**config.mk**
```make
export PLATFORM = sky130hd
export DESIGN_NAME = lcd_frame_monitor
export DESIGN_NICKNAME = d
export VERILOG_FILES = /design/src/rtl/lcd_frame_monitor.sv
export SDC_FILE = /design/constraint.sdc
export NUM_CORES = 1
export LEC_CHECK = 0
export CAP_MARGIN = 20
export CORE_MARGIN = 2
export CORE_UTILIZATION = 40
export DETAILED_ROUTE_END_ITERATION = 10
export DONT_BUFFER_PORTS = 1
export GPL_ROUTABILITY_DRIVEN = 0
export HOLD_SLACK_MARGIN = 0.02
export PLACE_DENSITY = 0.64
export RECOVER_POWER = 100
export SYNTH_ARGS = -nofsm -noshare
export SYNTH_HDL_FRONTEND = slang
export SYNTH_SLANG_ARGS = --single-unit
export TNS_END_PERCENT = 20
```
**constraint.sdc**
```tcl
create_clock -name CLK -period 3.2 [get_ports CLK]
set_clock_uncertainty 0.1 [all_clocks]
set_input_delay 0.64 -clock CLK [delete_from_list [all_inputs] [get_ports CLK]]
set_output_delay 0.64 -clock CLK [all_outputs]
set_load 0.01 [all_outputs]
```
**src/rtl/lcd_frame_monitor.sv**
```systemverilog
// -----------------------------------------------------------------------------
// lcd_frame_monitor
//
// Passive checker for an LCD pixel stream. NCLK is a slow pixel clock seen as
// a plain signal in the CLK domain; each rising edge of NCLK is one pixel
// strobe. On every strobe the monitor samples HD/VD/DEN/RGB, measures line
// length, DEN count per line, lines per frame and active lines per frame,
// and sums the DEN-qualified pixels. Each VD falling edge after the first
// closes a frame and latches a report.
//
// Ports
//   CLK         in   system clock (only clock)
//   RST         in   synchronous active-high reset
//   NCLK        in   pixel clock as a CLK-domain signal
//   HD, VD      in   horizontal / vertical sync, active low
//   DEN         in   data enable, active high
//   R, G, B     in   8-bit colour components
//   FRAME_DONE  out  one-CLK pulse when a frame report is latched
//   FRAME_OK    out  last reported frame had no error flags
//   ERR         out  [0] line length, [1] DEN count, [2] line count,
//                    [3] active-line count of the last frame
//   ACT_LINES   out  active-line count of the last frame
//   FRAME_CHK   out  32-bit pixel sum of the last frame
//   FRAME_CNT   out  frames reported since reset (wraps)
// -----------------------------------------------------------------------------
module lcd_frame_monitor #(
    parameter int H_TOTAL  = 1056,
    parameter int H_ACTIVE = 800,
    parameter int V_TOTAL  = 525,
    parameter int V_ACTIVE = 480
) (
    input  logic        CLK,
    input  logic        RST,
    input  logic        NCLK,
    input  logic        HD,
    input  logic        VD,
    input  logic        DEN,
    input  logic [7:0]  R,
    input  logic [7:0]  G,
    input  logic [7:0]  B,
    output logic        FRAME_DONE,
    output logic        FRAME_OK,
    output logic [3:0]  ERR,
    output logic [10:0] ACT_LINES,
    output logic [31:0] FRAME_CHK,
    output logic [15:0] FRAME_CNT
);

    localparam logic [10:0] H_TOTAL_W  = 11'(H_TOTAL);
    localparam logic [10:0] H_ACTIVE_W = 11'(H_ACTIVE);
    localparam logic [10:0] V_TOTAL_W  = 11'(V_TOTAL);
    localparam logic [10:0] V_ACTIVE_W = 11'(V_ACTIVE);

    typedef enum logic {SEARCH, FRAME} state_t;

    state_t      state, state_n;

    logic        nclk_q, hd_q, vd_q;
    logic        pix_en, hd_fall, vd_fall;

    logic [10:0] pix_cnt,  pix_cnt_n;
    logic [10:0] den_cnt,  den_cnt_n;
    logic [10:0] line_cnt, line_cnt_n;
    logic [10:0] act_cnt,  act_cnt_n;
    logic [31:0] acc,      acc_n;
    logic        e0, e0_n, e1, e1_n;
    logic        line_valid, line_valid_n;

    logic        done_n, ok_n;
    logic [3:0]  err_n;
    logic [10:0] act_lines_n;
    logic [31:0] chk_n;
    logic [15:0] cnt_n;

    // Counters stick at all-ones so a runaway line or frame cannot alias
    // back to a plausible value.
    function automatic logic [10:0] sat_inc(input logic [10:0] v);
        return (v == 11'h7FF) ? v : v + 11'd1;
    endfunction

    // Strobe and edge detection. hd_q/vd_q only advance on strobes, so an
    // edge is a change between two consecutive pixel samples.
    assign pix_en  = NCLK & ~nclk_q;
    assign hd_fall = pix_en & hd_q & ~HD;
    assign vd_fall = pix_en & vd_q & ~VD;

    always_comb begin
        // NOTE: every variable gets a default first so no path leaves one
        // unassigned, which would infer a latch.
        state_n      = state;
        pix_cnt_n    = pix_cnt;
        den_cnt_n    = den_cnt;
        line_cnt_n   = line_cnt;
        act_cnt_n    = act_cnt;
        acc_n        = acc;
        e0_n         = e0;
        e1_n         = e1;
        line_valid_n = line_valid;
        done_n       = 1'b0;
        ok_n         = FRAME_OK;
        err_n        = ERR;
        act_lines_n  = ACT_LINES;
        chk_n        = FRAME_CHK;
        cnt_n        = FRAME_CNT;

        case (state)
            SEARCH: begin
                if (vd_fall) begin
                    state_n      = FRAME;
                    pix_cnt_n    = '0;
                    den_cnt_n    = '0;
                    line_cnt_n   = '0;
                    act_cnt_n    = '0;
                    acc_n        = '0;
                    e0_n         = 1'b0;
                    e1_n         = 1'b0;
                    line_valid_n = 1'b0;
                end
            end

            FRAME: begin
                if (pix_en) begin
                    // Line bookkeeping comes first so that an HD fall on the
                    // closing VD strobe is charged to the closing frame.
                    if (hd_fall) begin
                        if (line_valid) begin
                            if (pix_cnt != H_TOTAL_W)
                                e0_n = 1'b1;
                            if (den_cnt != '0 && den_cnt != H_ACTIVE_W)
                                e1_n = 1'b1;
                            if (den_cnt != '0)
                                act_cnt_n = sat_inc(act_cnt);
                        end
                        line_cnt_n   = sat_inc(line_cnt);
                        line_valid_n = 1'b1;
                        pix_cnt_n    = 11'd1;
                        den_cnt_n    = {10'd0, DEN};
                    end else begin
                        pix_cnt_n = sat_inc(pix_cnt);
                        if (DEN)
                            den_cnt_n = sat_inc(den_cnt);
                    end

                    if (DEN)
                        acc_n = acc + {8'h00, R, G, B};

                    if (vd_fall) begin
                        err_n       = {act_cnt_n != V_ACTIVE_W,
                                       line_cnt_n != V_TOTAL_W,
                                       e1_n, e0_n};
                        ok_n        = (err_n == 4'd0);
                        act_lines_n = act_cnt_n;
                        chk_n       = acc_n;
                        cnt_n       = FRAME_CNT + 16'd1;
                        done_n      = 1'b1;

                        pix_cnt_n    = '0;
                        den_cnt_n    = '0;
                        line_cnt_n   = '0;
                        act_cnt_n    = '0;
                        acc_n        = '0;
                        e0_n         = 1'b0;
                        e1_n         = 1'b0;
                        line_valid_n = 1'b0;
                    end
                end
            end

            default: state_n = SEARCH;
        endcase
    end

    // NOTE: sequential state uses non-blocking assignments so every register
    // samples the pre-edge values regardless of statement order.
    always_ff @(posedge CLK) begin
        if (RST) begin
            state      <= SEARCH;
            nclk_q     <= 1'b1;
            hd_q       <= 1'b1;
            vd_q       <= 1'b1;
            pix_cnt    <= '0;
            den_cnt    <= '0;
            line_cnt   <= '0;
            act_cnt    <= '0;
            acc        <= '0;
            e0         <= 1'b0;
            e1         <= 1'b0;
            line_valid <= 1'b0;
            FRAME_DONE <= 1'b0;
            FRAME_OK   <= 1'b0;
            ERR        <= '0;
            ACT_LINES  <= '0;
            FRAME_CHK  <= '0;
            FRAME_CNT  <= '0;
        end else begin
            state      <= state_n;
            nclk_q     <= NCLK;
            if (pix_en) begin
                hd_q <= HD;
                vd_q <= VD;
            end
            pix_cnt    <= pix_cnt_n;
            den_cnt    <= den_cnt_n;
            line_cnt   <= line_cnt_n;
            act_cnt    <= act_cnt_n;
            acc        <= acc_n;
            e0         <= e0_n;
            e1         <= e1_n;
            line_valid <= line_valid_n;
            FRAME_DONE <= done_n;
            FRAME_OK   <= ok_n;
            ERR        <= err_n;
            ACT_LINES  <= act_lines_n;
            FRAME_CHK  <= chk_n;
            FRAME_CNT  <= cnt_n;
        end
    end

endmodule

```
==> run_results.csv <==
group,metric,value,unit
status,status,"finished clean",
sta,fin_ws,0.160,ns
sta,rsz0062_at_grt,"false",
grt,grt_max_degree,82,
yosys,syn_inst,971,
placement,portBuffers,0,
floorplanning,die_w,145,um
clock_network,insertion_delay,0.43,ns
power,leakage,3.10,nW
placement,dp_slack,-0.0932,ns
clock_network,h-tree-depth,4,
cells_and_area,finalNetCount,1028,
power,power_density,454,nW/um2
detailed_routing,drt_iter0_drc,391,
sta,worst_slew_pin_slew,1.05,ns
detailed_routing,remaining_drc_errors,0,
power,power.total,0.00401,W
floorplanning,start_util,0.407,
critical_path,critical-path-max-stage-delay,0.37,ns
cells_and_area,final_area,8850,um2
cells_and_area,antenna_cells,0,
sta,setup-violations-final,0,
floorplanning,die_area,21000,um2
detailed_routing,drt-total-wl,19600,um
clock_network,hold_buffers,0,
detailed_routing,viasPerCell,5.39,
floorplanning,rows,51,
sta,fin_setup_tns,0,ns
yosys,synth-adder-area-share,0.0514,
critical_path,worst_path_most_repeated_cell,"buf_4",
yosys,netlist_area,7930,um2
yosys,seq_area_frac_synth,0.374,
clock_network,clock_path_buffers,2,
grt,grt_pass1_wl,32000,um
sta,hold_viol,0,
critical_path,path_cells,"ha_1 -> buf_4 -> a211oi_1 -> o21ai_0 -> a31o_2 -> a211oi_2 -> buf_4 -> o31ai_1 -> a21oi_1 -> mux2_2 -> a311oi_1",
detailed_routing,wl_per_cell,15.7,um
critical_path,worstSetupPathType,"flip-flop to flip-flop",
yosys,yosysUniqueCellTypes,64,
clock_network,clk_pin_slew_worst_paths,0.07,ns
critical_path,critical_path_buf_inv_count,2,
flow_run,cap_violations,0,
clock_network,root_buffer,"clkbuf_16",
floorplanning,coreArea,19500,um2
grt,grt_overflow,0,
grt,track_usage,0.191,
critical_path,cp-end-kind,"flip-flop",
sta,fmaxAchievable,329,MHz
sta,period_needed,3.04,ns
placement,hpwl,13700,um
yosys,synth_top_flop_cell,"dfxtp_1",
critical_path,critPathMaxFanout,3,
cells_and_area,area_growth,11.6,%
critical_path,crit_family,"compound AO/OA/AOI/OAI gates",
clock_network,cts_tree,"yes",
yosys,yosys.area_share.xor_xnor,0.0751,
sta,period_share,0.950,
yosys,synth-seq-cells,148,
clock_network,cts_sinks,148,
yosys,synth_edf_count,0,
detailed_routing,via_count,6706,
detailed_routing,ant_nets,0,
yosys,ys_async_sr_fraction,0,
sta,slew_violations,0,
detailed_routing,first_pass_iters,7,
sta,maxSlewHeadroom,0.302,
grt,antenna_found_initial,0,
critical_path,cp.required,3.44,ns
critical_path,start_kind,"flip-flop",
worst_hold_path,hold_path_class,"input port to flip-flop",
sta,whs,0.175,ns
yosys,synth_top_family_by_area,"simple AND/OR/NAND/NOR gates",
placement,placed_cell_area,8320,um2
yosys,ys_warn_count,0,
cells_and_area,drive_gt1_frac,0.0695,
floorplanning,fp.dieH,145,um
yosys,synthSimpleGateAreaFrac,0.236,
yosys,synth_compound_area_frac,0.197,
floorplanning,top_level_ports,95,
clock_network,cts_buffers,17,
critical_path,cp_slowest_cell,"mux2_2",
yosys,avgSynthCellArea,8.17,um2
critical_path,cp_data_arrival_time,3.28,ns
power,ir_drop,0.000343,V
grt,grt_pass1_vias,6255,
yosys,syn_nets,1033,
yosys,synthMuxAreaShare,0.0308,
==> stage by stage <==
stage / std cells / util
2_1_floorplan: 971 / -
3_3_place_gp: 1212 / 0.427
3_5_place_dp: 1212 / 0.427
4_1_cts: 1244 / 0.458
5_1_grt: 1244 / 0.455
6_report: 1244 / 0.455
==> report_power, final <==
| group | internal (W) | switching, W |
|---|---|---|
| clock network | 0.00110 | 0.000900 |
| logic | 0.0000589 | 0.0000946 |
| registers | 0.00185 | 0.00000668 |
| total | 0.00301 | 0.00100 |
==> placed cells by master, fill, tap and decap left out, types with 4 or more instances in the layout <==
cell type / n
a21oi_1: 65
clkbuf_1: 11
nor3_1: 30
a22o_1: 4
and3_1: 15
xor2_1: 34
dfxtp_1: 148
nor2_1: 135
buf_4: 18
nand2_1: 84
or4_1: 6
nand3_1: 35
or3_1: 17
xnor2_1: 34
ha_1: 31
nor2b_1: 7
nor3b_1: 4
nor4_1: 6
o21bai_1: 4
o21ai_0: 45
mux2i_1: 21
a211o_1: 4
a311oi_1: 7
inv_6: 4
clkbuf_16: 17
nand2b_1: 9
a211oi_1: 48
a21o_1: 12
o31ai_1: 9
and4_1: 4
nand4_1: 15
inv_1: 18
a31oi_1: 10
==> metal layers <==
layer | wire (um) | global-route usage | up-vias
li1 | - | - | 3496
met1 | 9590 | 0.257 | 3076
met2 | 8670 | 0.300 | 113
met3 | 1020 | 0.0497 | 21
met4 | 290 | 0.0572 | 0
met5 | 0 | 0 | -
==> layout make-up <==
class                   instances  area, um2
fillers                      1939      10600
multi-input cells             748       4690
flip-flops and latches        148       2960
clock buffers                  17        425
well taps                     265        332
repair buffers                 33        199
clock inverters                15        166
inverters                      18       67.6
==> path summary, 6_finish.rpt <==
path | start | endpoint | slack [ns] | depth (start not counted)
worst max-delay path | acc[0] | FRAME_CHK[21] | 0.16 | 11
worst min-delay path | RST | FRAME_CNT[13] | 0.17 | 1
worst max register to register | acc[0] | FRAME_CHK[21] | 0.16 | 11
worst min register to register | acc[12] | acc[12] | 0.38 | 2
==> state kept, by name, indices dropped and copies added, names as in the netlist, 11 cells and up <==
signal	cells
FRAME_CHK	32
line_cnt	11
FRAME_CNT	16
pix_cnt	11
ACT_LINES	11
den_cnt	11
acc	32
act_cnt	11
==> cells in the mapped netlist (all sizes together) (3+ instances only) <==
cell | instances | share of area
inv | 18 | 0.0085
nand2 | 84 | 0.040
and3 | 16 | 0.013
or3 | 17 | 0.013
clkbuf | 50 | 0.024
dfxtp | 148 | 0.37
nor3b | 4 | 0.0038
a311oi | 7 | 0.0077
a31oi | 11 | 0.011
mux2 | 3 | 0.0043
nor2b | 7 | 0.0055
a21o | 12 | 0.011
nor2 | 135 | 0.064
o21a | 3 | 0.0028
nor3 | 31 | 0.020
nand3 | 35 | 0.022
a21oi | 65 | 0.041
o21ai | 48 | 0.030
xor2 | 34 | 0.038
mux2i | 21 | 0.027
nand2b | 9 | 0.0071
buf | 7 | 0.0041
nor4 | 6 | 0.0047
ha | 31 | 0.049
a211oi | 50 | 0.048
a211o | 4 | 0.0044
nand4 | 15 | 0.012
a22o | 4 | 0.0044
o21bai | 4 | 0.0038
and4 | 4 | 0.0044
or4 | 6 | 0.0057
and2 | 4 | 0.0032
o211ai | 3 | 0.0028
nor4b | 3 | 0.0033
xnor2 | 34 | 0.038
o31ai | 9 | 0.0085
==> cells by family (layout without fill, tap and decap cells) <==
| kind of cell | Yosys count | count (layout) |
|---|---|---|
| DFF | 148 | 148 |
| buffers and inverters | 75 | 83 |
| and+or+nand+nor | 388 | 388 |
| adders and majority gates | 32 | 32 |
| AOI/OAI and AO/OA | 236 | 236 |
| xor gates and xnor gates | 68 | 68 |
| muxes | 24 | 24 |
==> repair_timing <==
item                                    CTS  global route
buffers inserted                          0             0
endpoints found under the setup margin    0             2
resized for setup                         0             1
Note: power is estimated with default switching activity, not from simulation.
==> patch: new RTL, same settings <==
Add an input register stage for `HD`, `VD`, `DEN`, `R`, `G` and `B`, without a reset; this delays them by one clock.
--- a/src/rtl/lcd_frame_monitor.sv
+++ b/src/rtl/lcd_frame_monitor.sv
@@ -53,6 +53,22 @@
 
     typedef enum logic {SEARCH, FRAME} state_t;
 
+    logic HD_q;
+    logic VD_q;
+    logic DEN_q;
+    logic [7:0] R_q;
+    logic [7:0] G_q;
+    logic [7:0] B_q;
+
+    always_ff @(posedge CLK) begin
+        HD_q  <= HD;
+        VD_q  <= VD;
+        DEN_q <= DEN;
+        R_q   <= R;
+        G_q   <= G;
+        B_q   <= B;
+    end
+
     state_t      state, state_n;
 
     logic        nclk_q, hd_q, vd_q;
@@ -81,8 +97,8 @@
     // Strobe and edge detection. hd_q/vd_q only advance on strobes, so an
     // edge is a change between two consecutive pixel samples.
     assign pix_en  = NCLK & ~nclk_q;
-    assign hd_fall = pix_en & hd_q & ~HD;
-    assign vd_fall = pix_en & vd_q & ~VD;
+    assign hd_fall = pix_en & hd_q & ~HD_q;
+    assign vd_fall = pix_en & vd_q & ~VD_q;
 
     always_comb begin
         // NOTE: every variable gets a default first so no path leaves one
@@ -134,15 +150,15 @@
                         line_cnt_n   = sat_inc(line_cnt);
                         line_valid_n = 1'b1;
                         pix_cnt_n    = 11'd1;
-                        den_cnt_n    = {10'd0, DEN};
+                        den_cnt_n    = {10'd0, DEN_q};
                     end else begin
                         pix_cnt_n = sat_inc(pix_cnt);
-                        if (DEN)
+                        if (DEN_q)
                             den_cnt_n = sat_inc(den_cnt);
                     end
 
-                    if (DEN)
-                        acc_n = acc + {8'h00, R, G, B};
+                    if (DEN_q)
+                        acc_n = acc + {8'h00, R_q, G_q, B_q};
 
                     if (vd_fall) begin
                         err_n       = {act_cnt_n != V_ACTIVE_W,
@@ -196,8 +212,8 @@
             state      <= state_n;
             nclk_q     <= NCLK;
             if (pix_en) begin
-                hd_q <= HD;
-                vd_q <= VD;
+                hd_q <= HD_q;
+                vd_q <= VD_q;
             end
             pix_cnt    <= pix_cnt_n;
             den_cnt    <= den_cnt_n;
Behaviour: not the same (a bounded check fails within 10 cycles, from zero or initial values and one cycle with RST high).
==> patch against the original RTL <==
- sequential cell count up 27
- area after synthesis increased by 5.5%
- largest power group is now registers
- power grew 9.6%
- critical path depth down 3
- maximum frequency about the same
- wire length up 5.4%
- design area is 3.9% higher
- synthesized cell count is 2.5% higher
- critical path type unchanged
- worst setup slack got worse by 0.99 ps
- largest cell class unchanged
==> patch: results (changes against the original RTL) <==
GRT
  • First-pass GRT wire length: 33.6 mm (was 32.0 mm)
  • Number of antenna violations at the first check in global routing: 1 (was 0)
  • Number of global-route vias before repair: 6408 (was 6255)
  • Maximum number of pins on one net before global-route repair: 58 (was 82)
  • All-layer global routing usage: 19.0% (was 19.1%)

Status
  • Result of the run: finished clean (unchanged)

Layout
  • # nets final: 1040 (was 1028)
  • Count of inserted antenna diode cells: 0 (unchanged)
  • Fraction of layout cells with a size suffix above 1: 5.75% (was 6.95%)

Drt
  • Number of DRC markers in iteration 0: 445 (was 391)
  • 1st-pass router iterations: 5 (was 7)
  • Vias/cell: 5.56 (was 5.39)
  • Avg WL per Cell: 16.3 µm (was 15.7 µm)

Placed design
  • Half-perimeter wire length after placement: 14.2 mm (was 13.7 mm)
  • Post-Place Worst Slack: 195 ps (was -93.2 ps)
  • Placement-stage cell area: 8640 µm² (was 8320 µm²)

Power
  • P_leak: 3.35 nW (was 3.10 nW)
  • Peak ir drop on the vdd network: 0.000312 V (was 0.000343 V)

Logic synthesis
  • Share of the synthesized area in the top cell type: 41.9% (was 37.4%)
  • Number of different library cells in the post-synthesis netlist: 61 (was 64)
  • Number of warnings issued by yosys: 0 (unchanged)
  • Post-Synthesis Net Count: 1057 (was 1033)
  • Sequential share of the synthesized area: 41.9% (was 37.4%)
  • Synth area leaders: sky130_fd_sc_hd__dfxtp_1, sky130_fd_sc_hd__nor2_1, sky130_fd_sc_hd__a21oi_1, sky130_fd_sc_hd__ha_1, sky130_fd_sc_hd__nand2_1 (was sky130_fd_sc_hd__dfxtp_1, sky130_fd_sc_hd__nor2_1, sky130_fd_sc_hd__ha_1, sky130_fd_sc_hd__a211oi_1, sky130_fd_sc_hd__a21oi_1)
  • Most frequent cells after synthesis: sky130_fd_sc_hd__dfxtp_1, sky130_fd_sc_hd__nor2_1, sky130_fd_sc_hd__a21oi_1, sky130_fd_sc_hd__nand2_1, sky130_fd_sc_hd__o21ai_0 (was sky130_fd_sc_hd__dfxtp_1, sky130_fd_sc_hd__nor2_1, sky130_fd_sc_hd__nand2_1, sky130_fd_sc_hd__a21oi_1, sky130_fd_sc_hd__a211oi_1)

Critical path
  • Worst Path Max Fanout: 10 (was 3)
  • Critical Path Slowest Stage Cell: sky130_fd_sc_hd__a311oi_1 (was sky130_fd_sc_hd__mux2_2)
  • Depth of the worst register-to-register path: 8 (was 11)
  • Critical Path AT: 3300 ps (was 3280 ps)
  • Highest cell delay on the worst timing path: 650 ps (was 370 ps)

Clocking
  • Deepest level of the CTS H-tree: 4 (unchanged)
  • Root buffer cell: sky130_fd_sc_hd__clkbuf_16 (unchanged)
  • Worst-case clock buffer depth: 2 (unchanged)

Timing
  • Actual transition at the worst max-transition pin: 1220 ps (was 1050 ps)

Worst hold path
  • WHS Path Cells: 0 (was 1)
==> patch: changes by cell type in the layout (fill, tap and decap cells not counted), sizes merged, moves of 5 or more <==
| cell | before | now |
|---|---|---|
| nor3 | 31 | 20 |
| a21oi | 65 | 89 |
| a21o | 12 | 19 |
| mux2i | 21 | 12 |
| buf | 18 | 13 |
| dfxtp | 148 | 175 |
| clkbuf | 32 | 23 |
| a31oi | 11 | 20 |
| o21a | 3 | 9 |
| a211oi | 50 | 37 |
==> patch: cells by family (layout without fill, tap and decap cells) <==
group,Yosys count,count (layout),share of synthesized area [%]
compound gates,271,271,20.5
xor+xnor,60,60,6.28
fa+ha+maj,32,32,4.88
buf+inv,68,64,3.17
flops,175,175,41.9
mux,13,13,1.57
simple gates,376,376,21.8
==> patch: worst paths after layout <==
| kind | start | endpoint | slack (ps) |
|---|---|---|---|
| worst max-delay path | line_cnt[3] | FRAME_OK | 160 |
| worst min-delay path | G[2] | G_q[2] | 120 |
| worst min register to register | acc[19] | acc[19] | 380 |
| worst max register to register | line_cnt[3] | FRAME_OK | 160 |
==> patch: what timing repair did <==
action,4_1_cts,5_1_grt
setup buffers,0,0
resized for setup,0,2
setup endpoints to repair,0,7
==> patch: worst max-delay path, delay by kind of cell, from the launching register on <==
family / cells / cell delay (ps)
flip-flops: 1 / 410
XOR/XNOR: 1 / 150
AO/OA/AOI/OAI: 2 / 880
AND/OR/NAND/NOR: 5 / 1430
==> patch: power breakdown <==
part	switching (mW)	internal [mW]	total (mW)
logic	0.104	0.0530	0.157
registers	0.0189	2.20	2.22
clock network	0.987	1.03	2.02
total	1.11	3.29	4.40
==> patch: layout make-up <==
cell class	instances	area, µm²
Clock buffer	17	425
Clock inverter	15	145
Fill cell	1995	11200
Inverter	13	48.8
Multi-Input combinational cell	752	4600
Sequential cell	175	3500
Tap cell	270	338
Timing Repair Buffer	19	135
==> patch: metal layers <==
layer / vias to the layer above / global-route usage (%) / part of all wire [%] / wire, µm
met1: 3273 / 25.8 / 50 / 10200
met4: 2 / 5.52 / 1.4 / 289
met3: 25 / 5.37 / 5.5 / 1140
met2: 149 / 29.6 / 43 / 8950
met5: - / 0 / 0.063 / 13
li1: 3556 / - / - / -
==> patch: metrics by stage <==
stage / std cells / TNS [ps] / hold WS [ps]
2_1_floorplan: 995 / 0 / 332
3_3_place_gp: 1229 / 0 / 350
3_5_place_dp: 1229 / 0 / 358
4_1_cts: 1261 / 0 / 99.7
5_1_grt: 1261 / -1.27 / 92.4
6_report: 1261 / 0 / 117
